==> config.mk <==
export PLATFORM = sky130hd
export DESIGN_NAME = rr_arb4_sel
export DESIGN_NICKNAME = d
export VERILOG_FILES = /design/src/rtl/rr_arb4_sel.sv
export SDC_FILE = /design/constraint.sdc
export NUM_CORES = 1
export LEC_CHECK = 0
export ABC_CLOCK_PERIOD_IN_PS = 1170
export CORE_AREA = 4 4 41 43
export CTS_BUF_LIST = sky130_fd_sc_hd__clkbuf_16
export DETAILED_ROUTE_END_ITERATION = 10
export DIE_AREA = 0 0 45 47
export GPL_TIMING_DRIVEN = 0
export SLEW_MARGIN = 10
export SYNTH_ARGS = -nofsm -noshare
export SYNTH_HDL_FRONTEND = slang
export SYNTH_SLANG_ARGS = --single-unit
==> constraint.sdc <==
create_clock -name clk -period 1.17 [get_ports clk]
set_input_delay 0.117 -clock clk [delete_from_list [all_inputs] [get_ports clk]]
set_output_delay 0.117 -clock clk [all_outputs]
set_load 0.01 [all_outputs]
==> src/rtl/rr_arb4_sel.sv <==
// Four-way round-robin arbiter driving {s1,s0} of a downstream 2-to-4 decoder.
// Define RR_TIMEOUT_EN to add a grant-hold watchdog bounded by HOLD_MAX cycles.
module rr_arb4_sel #(
   parameter int HOLD_MAX = 15
) (
   input  logic       clk,
   input  logic       rst,
   input  logic [3:0] req,
   input  logic       done,
   output logic       s0,
   output logic       s1,
   output logic       gnt_valid,
   output logic       timeout
);

   typedef enum logic {IDLE, GRANT} state_t;

   state_t     state, state_nxt;
   logic [1:0] sel, sel_nxt;
   logic [1:0] lp, lp_nxt;
   logic [1:0] win;
   logic       to_nxt;

   // Search lp+3 down to lp+1 so the nearest requester after lp is written last.
   always_comb begin
      win = lp;
      for (int k = 3; k >= 1; k--) begin
         if (req[lp + 2'(k)]) win = lp + 2'(k);
      end
   end

`ifdef RR_TIMEOUT_EN
   localparam int CW = $clog2(HOLD_MAX + 1);
   logic [CW-1:0] cnt, cnt_nxt;
   logic          hit;

   // Releasing on the edge where the count would reach HOLD_MAX gives HOLD_MAX grant cycles.
   assign hit = (cnt == CW'(HOLD_MAX - 1));

   always_ff @(posedge clk or posedge rst) begin
      if (rst) cnt <= '0;
      else     cnt <= cnt_nxt;
   end
`endif

   always_comb begin
      state_nxt = state;
      sel_nxt   = sel;
      lp_nxt    = lp;
      to_nxt    = 1'b0;
`ifdef RR_TIMEOUT_EN
      cnt_nxt   = cnt;
`endif
      case (state)
         IDLE: begin
            if (|req) begin
               state_nxt = GRANT;
               sel_nxt   = win;
               lp_nxt    = win;
`ifdef RR_TIMEOUT_EN
               cnt_nxt   = '0;
`endif
            end
         end
         GRANT: begin
            if (done) begin
               state_nxt = IDLE;
`ifdef RR_TIMEOUT_EN
            end else if (hit) begin
               state_nxt = IDLE;
               to_nxt    = 1'b1;
            end else begin
               cnt_nxt   = cnt + CW'(1);
`endif
            end
         end
         default: state_nxt = IDLE;
      endcase
   end

   always_ff @(posedge clk or posedge rst) begin
      if (rst) begin
         state   <= IDLE;
         sel     <= 2'd0;
         lp      <= 2'd3;
         timeout <= 1'b0;
      end else begin
         state   <= state_nxt;
         sel     <= sel_nxt;
         lp      <= lp_nxt;
         timeout <= to_nxt;
      end
   end

   // Decoded straight from the state register so reset clears it without a clock.
   assign gnt_valid = (state == GRANT);
   assign s0        = sel[0];
   assign s1        = sel[1];

endmodule

---- Word level (Yosys, flattened, before mapping) ----
Cells that the tools add are included.
word-level totals
  bits in registers ....................... 5
  output and inout bits ................... 4
  input port bits ......................... 7
  logic and storage cells ................. 24
operators by class
  reduce and logical (&&, ||, !) cells .... 2
  $add $sub $neg .......................... 3
  bitwise logic cells ..................... 1
  $lt $le $gt $ge ......................... 3
  muxes and demuxes ....................... 12
operators by type and width
  cell                 number
  $lt 2x3->1 const B   3
  $bmux 1 s2           3
  $mux 2               3
  $mux 1               5
  $add 2x2->2 const B  2
  $reduce_or 4->1      1
  $add 2x1->2 const B  1
  $pmux 1 s2           1
  $reduce_and 2->1     1
  $not 1->1            1

---- Depth between registers and ports, before layout ----
  word-level depth ........................ 6
  mapped depth ............................ 4
  gate-level depth less buffers ........... 4

---- Least setup slack after synthesis ----
OpenSTA, ideal clock, no wires.
  path type ............................... register to register
  from .................................... register lp[1]
  to ...................................... register lp[1]
  data arrival time ....................... 1.188 ns
  stages on the path, launching flop included .. 5
  path slack .............................. -0.096 ns
  data required time ...................... 1.091 ns
  clock period less this slack ............ 1.266 ns
  buffers on the path ..................... 0
  library setup time ...................... 0.079 ns
  cells stage by stage .................... dfstp_2 -> nand2_1 -> and3b_1 -> a2111o_1 -> o21ai_0
between the ends
  cells in the longest elaborated chain, start to end .. 6
  elaborated cells between the ends (all ways) .. 12
  those cells by class .................... 3 x add/sub; 9 x mux
ends and longest elaborated chain
  item                          RTL line  RTL
  start: declaration            20        logic [1:0] lp, lp_nxt;
  start signal: assignment      90        lp <= lp_nxt;
  $add 2x2->2                   28        if (req[lp + 2'(k)]) win = lp + 2'(k);
  $bmux 1 s2                    28
  $mux 1 (implied by the code)  28
  $mux 2 (2 in a row)           28
  $mux 2 (*)                    28
Every way passes the cells marked *; elsewhere a longest branch is shown, timed or not. The select of a mux whose other input is x is not followed.
A chain may end at the register's enable or synchronous reset.

---- Final worst setup path ----
Same ends and word-level chain as after synthesis.

==> qor.txt <==
DRT Pass-1 Iters: 4
DR WL/cell: 11.2 microns
Fin cells: 65
Crit Path Category: flip-flop to flip-flop
Max Cap Viol: 0
Row count: 13
Yosys warns: 0
Reg2reg end: lp[1]
Leakage power: 0.235 nW
Final net count: 58
Final worst setup slack: -0.110 ns
Critical Path End Type: flip-flop
Largest net degree at the start of global routing: 9
WL met1: 347 microns
Post-synth net total: 43
Worst setup SP type: flip-flop
Initial antenna violation count: 0
Yosys cell types: 18
Max incr delay on CP: 0.58 ns
Commonest cells after routing, fill and taps aside: 7 x dlygate4sd2_1, 4 x inv_1, 4 x nand2_1, 4 x a21oi_1
Port Buf Inserts: 9
Ratio of cells with drive above 1 in the final layout: 22.0%
CTS hold repair buffers: 0
Post-place setup slack: -0.423 ns
Total GRT Usage: 8.26%
Failing checks: negative setup slack
Reg2Reg Launch Point: lp[1]
Max Slew Vio Count: 0
Final hold vios: 0
Worst reg-to-reg setup slack: -0.11 ns
Sequential area share after synthesis: 40.3%
Vias in the first global route: 308
Die span in y: 47 microns
GP Congestion: 0.717
Buf/Inv on CP: 0
First-pass GRT wire length: 1210 microns
DP HPWL: 530 microns
RSZ-0062 raised after global routing: yes
Clk_skew: 0.00175 ns
Critical Path RT: 1.32 ns
Post-Synthesis Cells: 36
Placed Cells: 60
Mapped Area: 317 sq um
Starting Density: 24.3%
Crit path depth: 4
Crit path time final: 1.28 ns
Top area cells in the synthesized netlist: dfrtp_1 24%, dfstp_2 17%, a21oi_1 6.3%
Outcome: finished with violations
TritonCTS clock tree: done
Fill cell count: 147
Crit path capture: lp[1]
Hold WC Path Type: input pin to asynchronous set/reset pin
Routed Antenna Nets: 0
Max Freq: 781 MHz
Antenna fix cells: 0
Top Metal Used: met3
Crit-path cells: nand2_2, and3b_1, a2111o_1, o21ai_1
Routed via count: 315
Commonest non-fill, non-tap cell in the layout: dlygate4sd2_1
TritonCTS Buffers: 3
Core Box Area: 1300 sq um
Crit Path Max Fanout: 7
CP Launch Point: lp[1]
Setup violators final: 3
Final period utilization: 109%
Placed Area: 427 sq um
Initial DRC Count: 5
Root buf cell: clkbuf_16
Chip Width: 45 microns
Peak supply drop: 1.23 mV
Final instance area: 515 sq um
Cell depth of the worst flop-to-flop path: 4
Die Area: 2120 sq um
Boundary pin count: 11
Max clock buf depth: 2
WL met3: 58 microns
Flip-flop and latch count after synthesis: 5
Cell taking the most area after synthesis: dfrtp_1
Area Overhead vs Synth: 62.8%
DR DRC count: 0
Clock latency on the worst-skew pair: 0.22 ns
Worst EP arrival: 1.43 ns
Share of the synthesized area in the top cell type: 23.7%
Post-Syn Area per Cell: 8.79 sq um
Routed wire length: 730 microns
Average vias per placed instance: 4.85
Clock sink count: 5
Global route total overflow: 0
H-tree lvl count: 1
Worst-path clk slew: 0.03 ns
Pwr dens: 2040 nW/um^2
Met2 WL post-DR: 324 microns
Slowest CP cell: dfstp_2
Critical path's top delay family: flip-flops
==> worst reg2reg max path, cell delays in order (launching register included) <==
cell	delay [ns]
dfstp_2	0.58
nand2_2	0.07
and3b_1	0.17
a2111o_1	0.30
o21ai_1	0.09
==> sequential cells by signal, summed over array words and instances, names as in the netlist <==
signal,count
gnt_valid,1
lp,2
sel,2
==> cell usage after synthesis <==
master / count
and3b_1: 1
nor2_1: 2
a311o_1: 2
a2111o_1: 1
o32a_1: 1
dfrtp_1: 3
mux2i_1: 2
dfstp_2: 2
nand2_1: 5
buf_4: 1
a211oi_1: 1
a21oi_1: 4
inv_1: 3
nand2b_1: 1
inv_2: 1
conb_1: 1
nor4_2: 1
o21ai_0: 4
==> worst min-delay path by stage <==
stage	startpoint	end	slack, ns
global placement	rst	sel[1]	0.32
CTS	rst	sel[1]	0.09
floorplan	rst	sel[0]	-0.11
global route	rst	sel[0]	0.14
finish	rst	sel[1]	0.08
detailed placement	rst	sel[1]	0.33
==> per-stage QoR <==
step / util [%] / power, W / TNS [ns] / hold WS, ns
after floorplan: - / 0.000407 / -0.0226 / -0.106
after global placement: 32.8 / 0.000519 / -1.88 / 0.321
after detailed placement: 32.8 / 0.000517 / -1.73 / 0.325
after CTS: 39.6 / 0.00106 / -0.270 / 0.0894
after global routing: 39.6 / 0.00112 / -0.518 / 0.143
final: 39.6 / 0.00105 / -0.280 / 0.0844
==> routing by layer <==
layer / up-vias / global-route usage, %
met1: 147 / 9.47
li1: 156 / -
met5: - / 0
met3: 0 / 3.83
met4: 0 / 5.26
met2: 12 / 12.4
==> kinds of logic (layout without fill, tap and decap cells) <==
family	count (synthesis)	after routing	synth area share, %
buffers and inverters	5	19	7.11
DFF	5	5	40.3
AOI/OAI and AO/OA	13	13	28.1
and+or+nand+nor	10	10	17.0
muxes	2	2	6.32
other	1	1	1.18
==> report_power, final <==
group	total [W]	leakage, nW	internal, W	switching, W
sequential	0.000291	0.0543	0.000239	0.0000517
clock	0.000544	0.0423	0.000442	0.000102
combinational	0.000216	0.139	0.000113	0.000103
==> what timing repair did <==
item / CTS / global route
endpoints found under the setup margin: 7 / 4
gates resized for setup: 9 / 0
buffers inserted: 1 / 0
pin swaps: 0 / 1
==> area by class of cell <==
| type | instances | area, sq um | area share [%] |
|---|---|---|---|
| Sequential cell | 5 | 129 | 25.0 |
| Clock buffer | 3 | 75.1 | 14.6 |
| Tap cell | 15 | 18.8 | 3.64 |
| Multi-Input combinational cell | 26 | 178 | 34.5 |
| Buffer | 1 | 7.51 | 1.46 |
| Clock inverter | 1 | 3.75 | 0.728 |
| Inverter | 4 | 15.0 | 2.91 |
| Timing Repair Buffer | 10 | 88.8 | 17.2 |
Note: power is estimated with default switching activity, not from simulation.
